===== src/rtl/instr_encoder.sv =====
`default_nettype none
// +----------------------------------------------------------------------------+
// | Module      : instr_encoder                                                |
// | Description : Packs R/I/J field sets into 32-bit words and writes them to  |
// |               sequential instruction-memory addresses.                     |
// | Revision    : 1.0 - initial release                                        |
// +----------------------------------------------------------------------------+
module instr_encoder #(
    parameter logic [31:0] BASE_ADDR = 32'h0000_0000,
    parameter int unsigned DEPTH     = 256
) (
    input  logic        clk,
    input  logic        rst_n,
    input  logic        clear,
    input  logic        in_valid,
    output logic        in_ready,
    input  logic [1:0]  fmt,
    input  logic [5:0]  opcode,
    input  logic [4:0]  rs,
    input  logic [4:0]  rt,
    input  logic [4:0]  rd,
    input  logic [4:0]  shamt,
    input  logic [5:0]  funct,
    input  logic [15:0] imm,
    input  logic [25:0] jaddr,
    output logic        imem_we,
    output logic [31:0] imem_addr,
    output logic [31:0] imem_wdata,
    input  logic        imem_ack,
    output logic [15:0] count,
    output logic        full,
    output logic        err
);

    localparam logic [1:0] c_st_idle  = 2'd0;
    localparam logic [1:0] c_st_write = 2'd1;
    localparam logic [1:0] c_st_full  = 2'd2;

    localparam logic [1:0] c_fmt_r    = 2'b00;
    localparam logic [1:0] c_fmt_i    = 2'b01;
    localparam logic [1:0] c_fmt_j    = 2'b10;

    // Widened by one bit so DEPTH = 65536 still compares correctly.
    localparam logic [16:0] c_depth   = 17'(DEPTH);

    logic [1:0]  r_state;
    logic        r_in_ready;
    logic        r_we;
    logic [31:0] r_addr;
    logic [31:0] r_wdata;
    logic [15:0] r_count;
    logic        r_err;

    logic [1:0]  w_state_nxt;
    logic        w_in_ready_nxt;
    logic        w_we_nxt;
    logic [31:0] w_addr_nxt;
    logic [31:0] w_wdata_nxt;
    logic [15:0] w_count_nxt;
    logic        w_err_nxt;

    logic        w_xfer;
    logic        w_commit;
    logic        w_illegal;
    logic [31:0] w_enc;
    logic [16:0] w_count_inc;

    assign w_xfer      = in_valid & r_in_ready;
    assign w_commit    = r_we & imem_ack;
    assign w_illegal   = (fmt == 2'b11);
    assign w_count_inc = {1'b0, r_count} + 17'd1;

    always_comb begin
        w_enc = 32'd0;
        case (fmt)
            c_fmt_r: w_enc = {opcode, rs, rt, rd, shamt, funct};
            c_fmt_i: w_enc = {opcode, rs, rt, imm};
            c_fmt_j: w_enc = {opcode, jaddr};
            default: w_enc = 32'd0;
        endcase
    end

    always_comb begin
        w_state_nxt = r_state;
        w_we_nxt    = r_we;
        w_addr_nxt  = r_addr;
        w_wdata_nxt = r_wdata;
        w_count_nxt = r_count;
        w_err_nxt   = r_err;

        if (clear) begin
            // Clear overrides both a pending commit and a new transfer.
            w_state_nxt = c_st_idle;
            w_we_nxt    = 1'b0;
            w_addr_nxt  = BASE_ADDR;
            w_count_nxt = 16'd0;
            w_err_nxt   = 1'b0;
        end else begin
            case (r_state)
                c_st_idle: begin
                    if (w_xfer) begin
                        if (w_illegal) begin
                            w_err_nxt = 1'b1;
                        end else begin
                            w_state_nxt = c_st_write;
                            w_we_nxt    = 1'b1;
                            w_wdata_nxt = w_enc;
                        end
                    end
                end
                c_st_write: begin
                    if (w_commit) begin
                        w_we_nxt    = 1'b0;
                        w_addr_nxt  = r_addr + 32'd4;
                        w_count_nxt = w_count_inc[15:0];
                        w_state_nxt = (w_count_inc == c_depth) ? c_st_full : c_st_idle;
                    end
                end
                c_st_full: begin
                    w_state_nxt = c_st_full;
                end
                default: begin
                    w_state_nxt = c_st_idle;
                    w_we_nxt    = 1'b0;
                end
            endcase
        end

        w_in_ready_nxt = (w_state_nxt == c_st_idle);
    end

    always_ff @(posedge clk or negedge rst_n) begin
        if (!rst_n) begin
            r_state    <= c_st_idle;
            r_in_ready <= 1'b0;
            r_we       <= 1'b0;
            r_addr     <= BASE_ADDR;
            r_wdata    <= 32'd0;
            r_count    <= 16'd0;
            r_err      <= 1'b0;
        end else begin
            r_state    <= w_state_nxt;
            r_in_ready <= w_in_ready_nxt;
            r_we       <= w_we_nxt;
            r_addr     <= w_addr_nxt;
            r_wdata    <= w_wdata_nxt;
            r_count    <= w_count_nxt;
            r_err      <= w_err_nxt;
        end
    end

    assign in_ready   = r_in_ready;
    assign imem_we    = r_we;
    assign imem_addr  = r_addr;
    assign imem_wdata = r_wdata;
    assign count      = r_count;
    assign full       = (r_state == c_st_full);
    assign err        = r_err;

endmodule
`default_nettype wire


===== config.mk =====
export PLATFORM = sky130hd
export DESIGN_NAME = instr_encoder
export DESIGN_NICKNAME = d
export VERILOG_FILES = /design/src/rtl/instr_encoder.sv
export SDC_FILE = /design/constraint.sdc
export NUM_CORES = 1
export LEC_CHECK = 0
export CAP_MARGIN = 30
export CORE_MARGIN = 3
export CORE_UTILIZATION = 29
export CTS_BUF_LIST = sky130_fd_sc_hd__clkbuf_4 sky130_fd_sc_hd__clkbuf_8 sky130_fd_sc_hd__clkbuf_16
export CTS_CLUSTER_SIZE = 25
export DETAILED_ROUTE_END_ITERATION = 10
export GPL_TIMING_DRIVEN = 0
export HOLD_SLACK_MARGIN = 0.12
export MAX_ROUTING_LAYER = met4
export PLACE_DENSITY = 0.7
export SLEW_MARGIN = 25
export SYNTH_ARGS = -nofsm -noshare
export SYNTH_HDL_FRONTEND = slang
export SYNTH_SLANG_ARGS = --single-unit

===== constraint.sdc =====
create_clock -name clk -period 1.95 [get_ports clk]
set_clock_uncertainty 0.1 [all_clocks]
set_input_delay 0.195 -clock clk [delete_from_list [all_inputs] [get_ports clk]]
set_output_delay 0.195 -clock clk [all_outputs]
set_load 0.02 [all_outputs]

; Word level (Yosys, flattened, before mapping)
; Cells that the tools add are included.
[word_totals]
reg_bits = 85
input_bits = 81
output_inout_bits = 84
elab_cells = 57
[classes]
n_addsub = 2
eq_ne = 10
muxes = 22
bitwise_logic = 4
n_reduce_logical = 12
[ops]
columns = operator, n
row1 = $mux W32, 3
row2 = $pmux W32 S3, 1
row3 = $mux W16, 3
row4 = $add A32 B3 Y32 const B, 1
row5 = $add A16 B1 Y17 const B, 1
row6 = $eq A17 B9 Y1 const B, 1
row7 = $mux W2, 5
row8 = $reduce_bool A2 Y1, 5
row9 = $ne A3 B3 Y1 const B, 3
row10 = $mux W1, 8
row11 = $reduce_and A4 Y1, 2
row12 = $eq A2 B2 Y1 const B, 3
row13 = $logic_not A2 Y1, 3
row14 = $pmux W2 S3, 1
row15 = $eq A2 B1 Y1 const B, 2
row16 = $pmux W1 S3, 1
row17 = $reduce_and A3 Y1, 1
row18 = $and A1 B1 Y1, 2
row19 = $ne A2 B2 Y1 const B, 1
row20 = $not A1 Y1, 2
row21 = $reduce_and A2 Y1, 1

; Longest topological paths before layout
[logic_depth]
ltp_word = 7
mapped_depth = 8
depth_no_buf = 6

; Worst setup path after synthesis
; No wires, ideal clock.
[synth_timing]
path_kind = register to register
startpoint = register r_count[0] (netlist: count[0])
endpoint = register r_in_ready (netlist: in_ready)
setup_time_ns = 0.119
arrival_ns = 1.889
path_slack_ns = -0.158
stages_incl_launch_ff = 7
path_cell_list = dfrtp_1 ha_1 and3_1 a2111oi_0 a41oi_1 a221o_1 o21a_1
[synth_via]
elab_chain_len = 7
[synth_rtl]
columns = element, line_no
row1 = from (decl), 51  ; logic [15:0] r_count;
row2 = from (signal assigned), 147  ; r_count <= w_count_nxt;
row3 = $add A16 B1 Y17, 71  ; assign w_count_inc = {1'b0, r_count} + 17'd1;
row4 = $eq A17 B9 Y1, 116  ; w_state_nxt = (w_count_inc == c_depth) ? c_st_full : c_st_idle;
row5 = $mux W2, 116
row6 = $mux W2, 112  ; if (w_commit) begin
row7 = $pmux W2 S3, 99  ; case (r_state)
row8 = $mux W2, 91  ; if (clear) begin
row9 = $logic_not A2 Y1, 129  ; w_in_ready_nxt = (w_state_nxt == c_st_idle);
row10 = via w_in_ready_nxt, 55  ; logic w_in_ready_nxt;
row11 = to (signal assigned), 143  ; r_in_ready <= w_in_ready_nxt;
row12 = to (decl), 47  ; logic r_in_ready;
; The timed path passes the listed nets, and every way through them passes these cells.
; A chain may end at the register's enable or synchronous reset.

; Worst setup path in the final report
; Same ends and word-level chain as after synthesis.

==> results.sh <==
export IMPL_status="finished with violations"
export IMPL_violations="negative setup slack"
export IMPL_hold_viol_final=0
export IMPL_postSynth_asyncResetShare=1.00
export IMPL_gp_congestion=0.877
export IMPL_synth_area_per_cell_sq_um=9.12
export IMPL_viasPerCell=5.01
export IMPL_dr_pass1_iters=5
export IMPL_pwr_share_seq=0.424
export IMPL_slew_violations=0
export IMPL_syn_to_final_growth_pct=54.9
export IMPL_die_y_um=129
export IMPL_drc=0
export IMPL_mostFrequentLayoutCells="clkdlybuf4s50_1, dfrtp_1, nor2_1"
export IMPL_yosys_area_top_type="dfrtp_1"
export IMPL_cap_violations=0
export IMPL_cts_buffer_depth=2
export IMPL_tritoncts="done"
export IMPL_switching_power_uw=1300
export IMPL_clkSlewWorstSetupHoldPaths_ns=0.06
export IMPL_chipWidth_um=129
export IMPL_wirelength_mm=14.1
export IMPL_grt_max_degree=52
export IMPL_critPathRequiredTime_ns=2.08
export IMPL_synth_edf_count=0
export IMPL_period_share=1.00
export IMPL_initial_core_util=0.300
export IMPL_period_minus_slack_ns=1.96
export IMPL_core_sq_mm=0.0147
export IMPL_dieArea_sq_mm=0.0167
export IMPL_cts_buffers_inserted=9
export IMPL_r2r_cells=6
export IMPL_r2r_slack_ns=-0.009
export IMPL_fin_cells=853
export IMPL_ios=165
export IMPL_slew_headroom=0.616
export IMPL_antenna_left=0
export IMPL_grt_pass1_vias=4214
export IMPL_cts_root_buf="clkbuf_16"
export IMPL_dpl_cell_count=829
export IMPL_max_freq_ghz=0.511
export IMPL_drtIter0Drc=165
export IMPL_gr_total_overflow=0
export IMPL_yosys_most_used_dff="dfrtp_1"
export IMPL_layout_drive_gt1_share=0.124
export IMPL_arrival_ns=2.09
export IMPL_end_kind="flop"
export IMPL_cts_htree_levels=3
export IMPL_irDropWorstVdd_mv=0.338
export IMPL_nNetsFinal=747
export IMPL_min_path_type="in -> async"
export IMPL_grt_pass1_wl_mm=21.9
export IMPL_clkSinkCount=83
export IMPL_comb_power_share=0.226
export IMPL_synth_top_area_share=0.472
export IMPL_criticalPathCategory="reg -> reg"
export IMPL_rsz0062_at_grt="true"
export IMPL_n_fill_cell=1376
export IMPL_setup_viol=1
export IMPL_worst_slack_ns=-0.00872
export IMPL_layout_commonest_cell="clkdlybuf4s50_1"
export IMPL_yosys_warnings=0
export IMPL_n_antenna_cell=0
export IMPL_synth_area_leaders="dfrtp_1, nor2_1, a21oi_1, xnor2_1, nand2_1"
export IMPL_switching_share=0.279
export IMPL_tightestPinTransition_ns=0.576
export IMPL_grtUsageTotal=0.170
export IMPL_ys_ff_latch=83
export IMPL_p_int_uw=3350
export IMPL_row_count=44
export IMPL_power_leakage_uw=0.00271
export IMPL_seq_area_frac_synth=0.472
export IMPL_cp_start_kind="flop"
export IMPL_drt_wirelength_per_cell_um=16.5
export IMPL_synth_distinct_cells=51
export IMPL_syn_inst=483
export IMPL_dpl_hpwl_mm=10.3
export IMPL_crit_path_max_fanout=5
export IMPL_syn_area_sq_mm=0.00440
export IMPL_clkPwrFrac=0.350
export IMPL_dr_total_vias=4276
export IMPL_antenna_found_initial=0
export IMPL_clkLatencyLatePin_ns=0.34
export IMPL_cellPowerDensity_mw_per_mm2=682
export IMPL_preCtsSetupSlack_ns=-0.546
export IMPL_portBuffers=160
cell type report:
type / count / area [sq um] / share of cell area
Multi-Input combinational cell: 363 / 2320 / 0.341
Sequential cell: 83 / 2090 / 0.307
Timing Repair Buffer: 170 / 1700 / 0.249
Clock buffer: 12 / 260 / 0.0382
Tap cell: 184 / 230 / 0.0338
Buffer: 28 / 156 / 0.0229
Inverter: 9 / 33.8 / 0.00495
Clock inverter: 4 / 25.0 / 0.00367
critical path, cell delays in order, from the launching register on:
cell	delay [ns]
dfrtp_2	0.43
buf_4	0.16
nand4_1	0.17
nor4_4	0.07
or4_1	0.39
a221o_1	0.34
o21a_1	0.19
cell usage after synthesis, drive strengths merged (3+ instances only):
cell    count
and3        8
nor2       65
nor2b      11
nor3       13
or3         6
nor4       10
nand3      17
clkbuf     14
mux2i      16
and4        5
dfrtp      83
xor2       15
nand2      50
nand4      10
o21ai      33
a21oi      40
xnor2      22
buf        15
nand4b      3
inv         9
mux2        6
through the flow:
step	util	instance area, sq um	total power, uW	hold WS (ns)	TNS (ns)
finish	0.464	6820	4650	0.206	-0.00872
global route	0.464	6820	4900	0.238	-0.0735
CTS	0.454	6680	4720	0.212	0
detailed placement	0.428	6300	3060	0.00119	-20.03
global placement	0.426	6270	3030	0.366	-224.72
floorplan	-	4440	2430	-0.201	0
power by group through the flow:
stage / Clock (uW) / Sequential [uW] / Combinational [uW]
floorplan: 0 / 2190 / 244
global placement: 0 / 2000 / 1040
detailed placement: 0 / 2010 / 1060
CTS: 1680 / 1980 / 1070
global route: 1770 / 1990 / 1140
finish: 1630 / 1970 / 1050
cell families after synthesis:
group                      share of synthesized area
buffers and inverters                         0.0381
AOI/OAI and AO/OA                              0.126
other                                       0.000852
adders and majority gates                    0.00568
and+or+nand+nor                                0.233
DFF                                            0.472
muxes                                         0.0517
xor gates and xnor gates                      0.0736
sequential cells by signal, summed over array words and instances (netlist names):
| signal | cells |
|---|---|
| r_state | 2 |
| in_ready | 1 |
| err | 1 |
| imem_we | 1 |
| imem_addr | 30 |
| imem_wdata | 32 |
| count | 16 |
per-layer routing:
metal	global-route usage	part of all wire	up-vias
met5	-	0	-
met3	0.0482	0.082	14
met4	0.0408	0.010	0
met1	0.210	0.42	2030
met2	0.278	0.49	180
li1	-	-	2052
repair_timing:
item	in CTS	in global routing
pin swaps	1	5
setup buffers	5	3
endpoints found under the setup margin	31	40
gates resized for setup	15	34
hold buffers	1	0
endpoints found under the hold margin	83	0
worst paths after layout:
kind / startpoint / endpoint
max in group asynchronous: rst_n / count[8]
hold / removal: rst_n / imem_wdata[20]
hold reg to reg: imem_wdata[19] / imem_wdata[19]
min in group clk: fmt[1] / err
setup / recovery: count[0] / in_ready
setup reg to reg: count[0] / in_ready
(Power assumes the default switching activity.)
